`src/rtl/tx_os_scheduler.sv`:
```
// tx_os_scheduler
//
// Decides, cycle by cycle, whether the transmit framing path carries data or an
// ordered set. Periodic SKP ordered sets are owed every INTERVAL non-stalled
// cycles. They are tracked as a saturating pending count and inserted at the
// next packet boundary. LTSSM ordered-set requests (TS1/TS2/EIEOS/EIOS) are
// inserted at packet boundaries too, with SKP taking priority.
//
// A cycle "advances" when i_EN=1 and i_Back_Pressure=0. A stalled cycle freezes
// everything, the registered outputs included. Dropping i_EN returns the block
// to IDLE and clears all state. An ordered set in progress is abandoned
// silently.
//
// Parameters
//   INTERVAL   non-stalled TX cycles between SKP insertions
//   CNT_WIDTH  interval counter width (INTERVAL <= 2**CNT_WIDTH)
//   OS_CYCLES  non-stalled cycles occupied by one ordered set
//   PEND_MAX   saturation limit of the pending SKP count
//
// Ports
//   CLK              clock, rising edge
//   RST              asynchronous active-high reset
//   i_EN             transmitter enable
//   i_Back_Pressure  lane-0 scrambler stall, current cycle does not advance
//   i_Pkt_Active     framing is mid-TLP/DLLP, no ordered set may start
//   i_Os_Req         LTSSM ordered-set request, held until acked
//   i_Os_Type        requested set: 0 TS1, 1 TS2, 2 EIEOS, 3 EIOS
//   o_Os_Ack         one-cycle pulse, request accepted (first OS cycle)
//   o_Os_Enable      framing mux selects the ordered-set path
//   o_Os_Sel         3'b100 SKP, 3'b0tt LTSSM type tt, else 3'b000
//   o_Hold           throttle to the data link layer write path
//   o_Skp_Pending    current pending SKP count

module tx_os_scheduler #(
  parameter int unsigned INTERVAL  = 370,
  parameter int unsigned CNT_WIDTH = 9,
  parameter int unsigned OS_CYCLES = 2,
  parameter int unsigned PEND_MAX  = 2
) (
  input  logic       CLK,
  input  logic       RST,
  input  logic       i_EN,
  input  logic       i_Back_Pressure,
  input  logic       i_Pkt_Active,
  input  logic       i_Os_Req,
  input  logic [1:0] i_Os_Type,
  output logic       o_Os_Ack,
  output logic       o_Os_Enable,
  output logic [2:0] o_Os_Sel,
  output logic       o_Hold,
  output logic [1:0] o_Skp_Pending
);

  localparam int unsigned OsW = (OS_CYCLES > 1) ? $clog2(OS_CYCLES) : 1;

  localparam logic [CNT_WIDTH-1:0] IntervalLast = CNT_WIDTH'(INTERVAL - 1);
  localparam logic [OsW-1:0]       OsLast       = OsW'(OS_CYCLES - 1);
  localparam logic [1:0]           PendMax      = 2'(PEND_MAX);

  localparam logic [2:0] SelSkp  = 3'b100;
  localparam logic [2:0] SelNone = 3'b000;

  typedef enum logic [2:0] {
    StIdle,
    StRun,
    StDrain,
    StSkp,
    StOs
  } state_e;

  state_e               state_q, state_d;
  logic [CNT_WIDTH-1:0] cnt_q, cnt_d;
  logic [OsW-1:0]       os_cnt_q, os_cnt_d;
  logic [1:0]           pend_q, pend_d;
  logic [1:0]           type_q, type_d;

  logic                 ack_q, ack_d;
  logic                 os_en_q, os_en_d;
  logic [2:0]           sel_q, sel_d;
  logic                 hold_q, hold_d;

  logic                 advance;
  logic                 cnt_active;
  logic                 pend_inc;
  logic                 pend_dec;
  logic                 os_last;

  assign advance    = i_EN & ~i_Back_Pressure;
  assign cnt_active = (state_q == StRun) || (state_q == StDrain) || (state_q == StOs);
  assign os_last    = (os_cnt_q == OsLast);

  // Next-state logic. Stalled cycles fall through with every *_d equal to *_q.
  always_comb begin
    state_d  = state_q;
    cnt_d    = cnt_q;
    os_cnt_d = os_cnt_q;
    pend_d   = pend_q;
    type_d   = type_q;
    ack_d    = ack_q;
    pend_inc = 1'b0;
    pend_dec = 1'b0;

    if (!i_EN) begin
      state_d  = StIdle;
      cnt_d    = '0;
      os_cnt_d = '0;
      pend_d   = '0;
      type_d   = '0;
      ack_d    = 1'b0;
    end else if (advance) begin
      ack_d = 1'b0;

      // Interval counter: wraps and owes one more SKP.
      if (cnt_active) begin
        if (cnt_q == IntervalLast) begin
          cnt_d    = '0;
          pend_inc = 1'b1;
        end else begin
          cnt_d = cnt_q + 1'b1;
        end
      end

      pend_dec = (state_q == StSkp) && os_last;

      // Simultaneous increment and decrement cancel out.
      if (pend_inc && !pend_dec) begin
        pend_d = (pend_q >= PendMax) ? PendMax : pend_q + 1'b1;
      end else if (pend_dec && !pend_inc) begin
        pend_d = pend_q - 1'b1;
      end

      unique case (state_q)
        StIdle: begin
          state_d = StRun;
        end
        StRun, StDrain: begin
          // Decisions use the pending count registered at the start of this cycle.
          if (!i_Pkt_Active && (pend_q != 2'd0)) begin
            state_d  = StSkp;
            os_cnt_d = '0;
          end else if (!i_Pkt_Active && i_Os_Req) begin
            state_d  = StOs;
            os_cnt_d = '0;
            ack_d    = 1'b1;
            type_d   = i_Os_Type;
          end else if (i_Pkt_Active && ((pend_q != 2'd0) || i_Os_Req)) begin
            state_d = StDrain;
          end else begin
            state_d = StRun;
          end
        end
        StSkp: begin
          if (os_last) begin
            os_cnt_d = '0;
            state_d  = (pend_d != 2'd0) ? StSkp : StRun;
          end else begin
            os_cnt_d = os_cnt_q + 1'b1;
          end
        end
        StOs: begin
          if (os_last) begin
            os_cnt_d = '0;
            state_d  = StRun;
          end else begin
            os_cnt_d = os_cnt_q + 1'b1;
          end
        end
        default: begin
          state_d = StIdle;
        end
      endcase
    end
  end

  // Output decode from the next state, so the registered outputs track the
  // state register without a cycle of lag.
  always_comb begin
    os_en_d = (state_d == StSkp) || (state_d == StOs);
    sel_d   = SelNone;
    if (state_d == StSkp) begin
      sel_d = SelSkp;
    end else if (state_d == StOs) begin
      sel_d = {1'b0, type_d};
    end
    hold_d = (state_d != StRun) || (pend_d != 2'd0);
  end

  always_ff @(posedge CLK or posedge RST) begin
    if (RST) begin
      state_q  <= StIdle;
      cnt_q    <= '0;
      os_cnt_q <= '0;
      pend_q   <= '0;
      type_q   <= '0;
      ack_q    <= 1'b0;
      os_en_q  <= 1'b0;
      sel_q    <= SelNone;
      hold_q   <= 1'b1;
    end else begin
      state_q  <= state_d;
      cnt_q    <= cnt_d;
      os_cnt_q <= os_cnt_d;
      pend_q   <= pend_d;
      type_q   <= type_d;
      ack_q    <= ack_d;
      os_en_q  <= os_en_d;
      sel_q    <= sel_d;
      hold_q   <= hold_d;
    end
  end

  assign o_Os_Ack      = ack_q;
  assign o_Os_Enable   = os_en_q;
  assign o_Os_Sel      = sel_q;
  assign o_Hold        = hold_q;
  assign o_Skp_Pending = pend_q;

endmodule

```
`config.mk`:
```
export PLATFORM = sky130hd
export DESIGN_NAME = tx_os_scheduler
export DESIGN_NICKNAME = d
export VERILOG_FILES = /design/src/rtl/tx_os_scheduler.sv
export SDC_FILE = /design/constraint.sdc
export NUM_CORES = 1
export LEC_CHECK = 0
export ABC_AREA = 1
export BUFFER_PORTS_ARGS = -buffer_cell sky130_fd_sc_hd__buf_2
export CELL_PAD_IN_SITES_DETAIL_PLACEMENT = 0
export CELL_PAD_IN_SITES_GLOBAL_PLACEMENT = 1
export CORE_ASPECT_RATIO = 1.4
export CORE_MARGIN = 5
export CORE_UTILIZATION = 40
export CTS_BUF_LIST = sky130_fd_sc_hd__clkbuf_8
export DETAILED_ROUTE_END_ITERATION = 10
export PLACE_DENSITY = 0.73
export SETUP_SLACK_MARGIN = 0.3
export SLEW_MARGIN = 20
export SYNTH_ARGS = -nofsm -noshare
export SYNTH_HDL_FRONTEND = slang
export SYNTH_SLANG_ARGS = --single-unit
```
`constraint.sdc`:
```
create_clock -name CLK -period 1.6 [get_ports CLK]
set_input_delay 0.16 -clock CLK [delete_from_list [all_inputs] [get_ports CLK]]
set_output_delay 0.16 -clock CLK [all_outputs]
set_load 0.02 [all_outputs]
```
Word-level counts from Yosys, hierarchy flattened. Index checks and enable logic that the tools add are counted.

Input bits: 8. Bits in registers: 23. Output and inout bits: 8. Logic and storage cells: 92.

$lt $le $gt $ge: 1. Add/subtract/negate cells: 4. Multiplexer cells: 42. Reductions and logical operators: 22. Equality and inequality tests: 12. Bitwise operators: 2.

Operator list (count): $mux 9 (4); $mux 2 (15); $mux 3 (7); $mux 1 (14); $pmux 3 s4 (1); $add 9x1->9 const B (1); $eq 3x2->1 const B (3); $eq 9x9->1 const B (1); $eq 3x3->1 const B (2); $logic_and 1x1->1 (6); $reduce_bool 2->1 (3); $logic_or 1x1->1 (5); $ne 2x1->1 const B (2); $ne 4x4->1 const B (1); $reduce_or 2->1 (2); $eq 3x1->1 const B (1); $logic_not 1->1 (3); $logic_not 3->1 (1); $ne 3x1->1 const B (1); $ne 3x2->1 const B (1); $reduce_and 3->1 (1); $add 2x1->2 const B (1); $ge 2x2->1 const B (1); $pmux 1 s2 (1); 5 further kinds (5).

Logic depth before layout (Yosys ltp).
Depth in word-level cells: 21. Gate-level depth with buffers: 16. Depth with buffers taken out: 16.

Worst setup path before layout. Ideal clock, no wire load.

Path type: reg-to-reg. Start: register pend_q[0] (netlist: o_Skp_Pending[0]). End: register hold_q (netlist: o_Hold). Slack: -0.100 ns. Stages on the path, launching flop included: 11. Data required time: 1.512 ns. Arrival time: 1.611 ns. Cell sequence: dfrtp_1 inv_1 ha_1 or2_1 nand3_1 nand3_1 nand2_1 nand2_1 o21ai_1 and2_1 nand4_1.

Elaborated cells on any way between the ends: 26. Those cells by class: 2 x add/sub; 1 x order compare; 1 x eq/ne; 15 x mux; 7 x reduce/logical.

RTL lines: start, declared (line 74) `logic [1:0] pend_q, pend_d;`; start signal, assigned (line 203) `pend_q <= pend_d;`; $reduce_bool 2->1 (*) (line 138, 146); $logic_or 1x1->1 (line 146) `end else if (i_Pkt_Active && ((pend_q != 2'd0) || i_Os_Req)) begin`; $logic_and 1x1->1 (line 146); $mux 2 (line 146); $mux 3 (line 141) `end else if (!i_Pkt_Active && i_Os_Req) begin`; $mux 3 (*) (line 138) `if (!i_Pkt_Active && (pend_q != 2'd0)) begin`; $pmux 3 s4 (*) (line 132) `unique case (state_q)`; $mux 3 (*) (line 110) `end else if (advance) begin`; $mux 3 (*) (line 103) `if (!i_EN) begin`; named net state_d[0] (line 71) `state_e state_q, state_d;`; $ne 3x1->1 (*) (line 185) `hold_d = (state_d != StRun) || (pend_d != 2'd0);`; $logic_or 1x1->1 (*) (line 185); named net hold_d (line 80) `logic hold_q, hold_d;`; end signal, assigned (line 208) `hold_q <= hold_d;`; end, declared (line 80).

The timed path passes the listed nets; every way through them passes the cells marked *. The select of a mux whose other input is x is not followed. A chain may end at the register's enable or synchronous reset.

Worst setup path in the final report.
Start: register cnt_q[1]. End: register hold_q (netlist: o_Hold).

Elaborated cells on any way between the ends: 23. Those cells by class: 2 x eq/ne; 15 x mux; 6 x reduce/logical.

RTL lines: start, declared (line 72) `logic [CNT_WIDTH-1:0] cnt_q, cnt_d;`; start signal, assigned (line 201) `cnt_q <= cnt_d;`; $eq 9x9->1 (*) (line 115) `if (cnt_q == IntervalLast) begin`; $mux 1 (*) (line 115); $mux 1 (*) (line 114) `if (cnt_active) begin`; $mux 1 (*) (line 110); $mux 1 (*) (line 103); $logic_not 1->1 (line 128) `end else if (pend_dec && !pend_inc) begin`; $logic_and 1x1->1 (line 128); $mux 2 (line 128); $mux 2 (*) (line 126) `if (pend_inc && !pend_dec) begin`; $mux 2 (*) (line 110); $mux 2 (*) (line 103); $mux 2 (*) (line 110); $mux 2 (*) (line 103); named net pend_d[0] (line 74); $reduce_bool 2->1 (*) (line 185); $logic_or 1x1->1 (*) (line 185); named net hold_d (line 80).

Marks and branches as above.

==> out/results.tsv <==
metric	value	unit
setup_violations	9	
critPathLaunchType	flip-flop	
via_count	1318	
port_buffers	15	
start_util	41.9	%
dp_hpwl	2.52	mm
critPathArrivalTime	1910	ps
cts_buffer_depth	2	
maxCapViolCount	0	
first_global_vias	1292	
cp_common_cell	nand2_2	
gr-usage-met2	29.0	%
gp_congestion	0.889	
coreArea	3180	sq um
cts.sinks	23	
syn_to_final_growth	50.2	%
ios	16	
postPlaceCellArea	1570	sq um
vias_per_cell	4.97	
syn_area_per_cell	7.59	sq um
design_area	2010	sq um
finalCritPeriodShare	107	%
clock.fmax	0.585	GHz
wl_per_cell	13.7	um
final_core_util	63.0	%
layout_common_cells	nand2_1, buf_4, inv_1, dfrtp_1, buf_2	
clk_latency	260	ps
num-fill-cells	284	
synthTopCellsByArea	dfrtp_1, nand2_1, inv_1	
p_per_area	691	nW/um^2
grt_max_degree	14	
synth_edf_count	0	
syn_area	1340	sq um
violations	negative setup slack	
synthArstFlopShare	100	%
die_w	58.8	um
gr-max-usage-layer	met2	
leakage	0.998	nW
instances_no_fill	265	
cp_slowest_stage_delay	400	ps
drtIter0Drc	31	
worst_slack	-109	ps
cp_num_buf_inv	4	
ant_nets	0	
endpoint_kind	flip-flop	
root_buffer	clkbuf_8	
die_area	4610	sq um
critPathRequiredTime	1800	ps
hold_viol	0	
cp_max_fo	4	
cp_top_family	simple AND/OR/NAND/NOR gates	
status	finished with violations	
ys_warn_count	0	
antenna_found_initial	0	
finalMaxSlewViolations	0	
drcViolationCount	0	
ys_ff_latch	23	
drt_wl_total	3.63	mm
synth_top_flop_cell	dfrtp_1	
hp-class	input port to flip-flop	
cts_tree	done	
row_count	24	
overflow	0	
first_pass_iters	4	
use_met1	17.6	%
crit_type	flip-flop to flip-flop	
slew_headroom	70.7	%
antenna_cells	0	
grt_pass1_wl	5.64	mm
drive_above_1_share	51.3	%
crit_chain	inv_2 > ha_4 > nand2_2 > inv_2 > nand2_2 > nor2_4 > nand2_2 > nand2_1 > nand2_1 > buf_4 > buf_6 > o22ai_4 > nor2_2 > nand4_1	
fin_skew	3.19	ps
final_nets	239	
synth_cell_type_count	28	
path_clk_slew	90	ps
syn_nets	188	
grt_use_total	15.5	%
final_common_cell	nand2_1	
rsz0062_at_grt	true	
synthCells	176	
yosysTopAreaCellShare	41.2	%
dp_cells	243	
post-synth-top-area-cell	dfrtp_1	
vdd_drop_max	0.524	mV
tightestPinTransition	438	ps
period_needed	1710	ps
crit_slowest_cell	dfrtp_1	
cts-buffers-inserted	3	
h-tree-depth	1	
use_met3	2.79	%
yosysSeqAreaShare	43.2	%
die_h	78.4	um
## cells in the mapped netlist, types with 2 or more instances
| library cell | instances |
|---|---|
| dfrtp_1 | 22 |
| nand4_1 | 2 |
| ha_1 | 4 |
| nand2_2 | 5 |
| o21ai_0 | 12 |
| o22ai_1 | 3 |
| nor2_4 | 3 |
| inv_1 | 27 |
| nor2_1 | 19 |
| inv_2 | 5 |
| a21oi_1 | 7 |
| nand3_1 | 12 |
| nand3_2 | 2 |
| nand2_1 | 37 |
| nor3_1 | 2 |
| o21ai_1 | 2 |
## final cells by class
cell class / instances / area [sq um] / area share (%)
timing repair buffer: 48 / 359 / 17.9
clock inverter: 1 / 5.00 / 0.250
sequential: 23 / 579 / 28.9
clock buffer: 3 / 41.3 / 2.06
multi-input combinational: 119 / 845 / 42.1
inverter: 32 / 128 / 6.36
tap: 39 / 48.8 / 2.43
## state kept, by name, indices dropped and copies added, names as in the netlist
| name | count |
|---|---|
| state_q | 3 |
| o_Skp_Pending | 2 |
| o_Os_Sel | 3 |
| os_cnt_q | 1 |
| o_Os_Ack | 1 |
| o_Os_Enable | 1 |
| type_q | 2 |
| cnt_q | 9 |
| o_Hold | 1 |
## report_power, final
group / internal, mW / switching [mW]
registers: 0.610 / 0.0257
logic: 0.182 / 0.202
clock network: 0.174 / 0.192
total: 0.966 / 0.419
## per-layer routing
metal | vias up | routed length [um] | part of all wire, %
met5 | - | 0 | 0
met4 | 0 | 31 | 0.85
met3 | 6 | 121 | 3.3
met2 | 22 | 2090 | 58
met1 | 623 | 1380 | 38
li1 | 667 | - | -
## repair_timing
item | CTS | global route
buffers inserted | 3 | 14
endpoints found under the hold margin | 10 | 0
setup endpoints to repair | 20 | 22
hold buffers | 1 | 0
gates resized for setup | 32 | 41
pin swaps | 10 | 14
## final timing paths
kind                                 startpoint                         end  slack [ps]  cells after the start
setup / recovery           cnt_q[1]$_DFFE_PP0P_            o_Hold$_DFF_PP1_        -110                     14
hold / removal                     i_Os_Type[0]         type_q[0]$_DFF_PP0_         150                      3
setup reg to reg           cnt_q[1]$_DFFE_PP0P_            o_Hold$_DFF_PP1_        -110                     14
hold reg to reg            o_Os_Ack$_DFFE_PP0P_        o_Os_Ack$_DFFE_PP0P_         500                      2
max in group asynchronous                   RST  o_Skp_Pending[0]$_DFF_PP0_         630                      4
min in group asynchronous                   RST        state_q[1]$_DFF_PP0_         430                      3
## stage by stage
step                      setup TNS [ps]  total power, mW  hold slack [ps]  worst slack, ps
after floorplan                        0            0.768              161             69.6
after global placement                 0            0.846              176             1.92
after detailed placement            -141            0.854              186            -53.2
after CTS                           -146             1.30              155            -44.6
after global routing               -1680             1.46              145             -228
final                               -490             1.39              147             -109
## cell families after synthesis
family          after synthesis  synth area share [%]
buf+inv                      34                  10.2
simple gates                 86                  30.7
compound gates               29                  12.1
flops                        23                  43.2
fa+ha+maj                     4                  3.75
## worst reg2reg max path: stages, from the launching register on
cell     delay [ps]
dfrtp_1         400
inv_2            80
ha_4            120
nand2_2          50
inv_2            50
nand2_2          60
nor2_4          150
nand2_2          70
nand2_1          60
nand2_1          70
buf_4           150
buf_6           110
o22ai_4         140
nor2_2           60
nand4_1          80
Power figures use the tool's default switching activity.
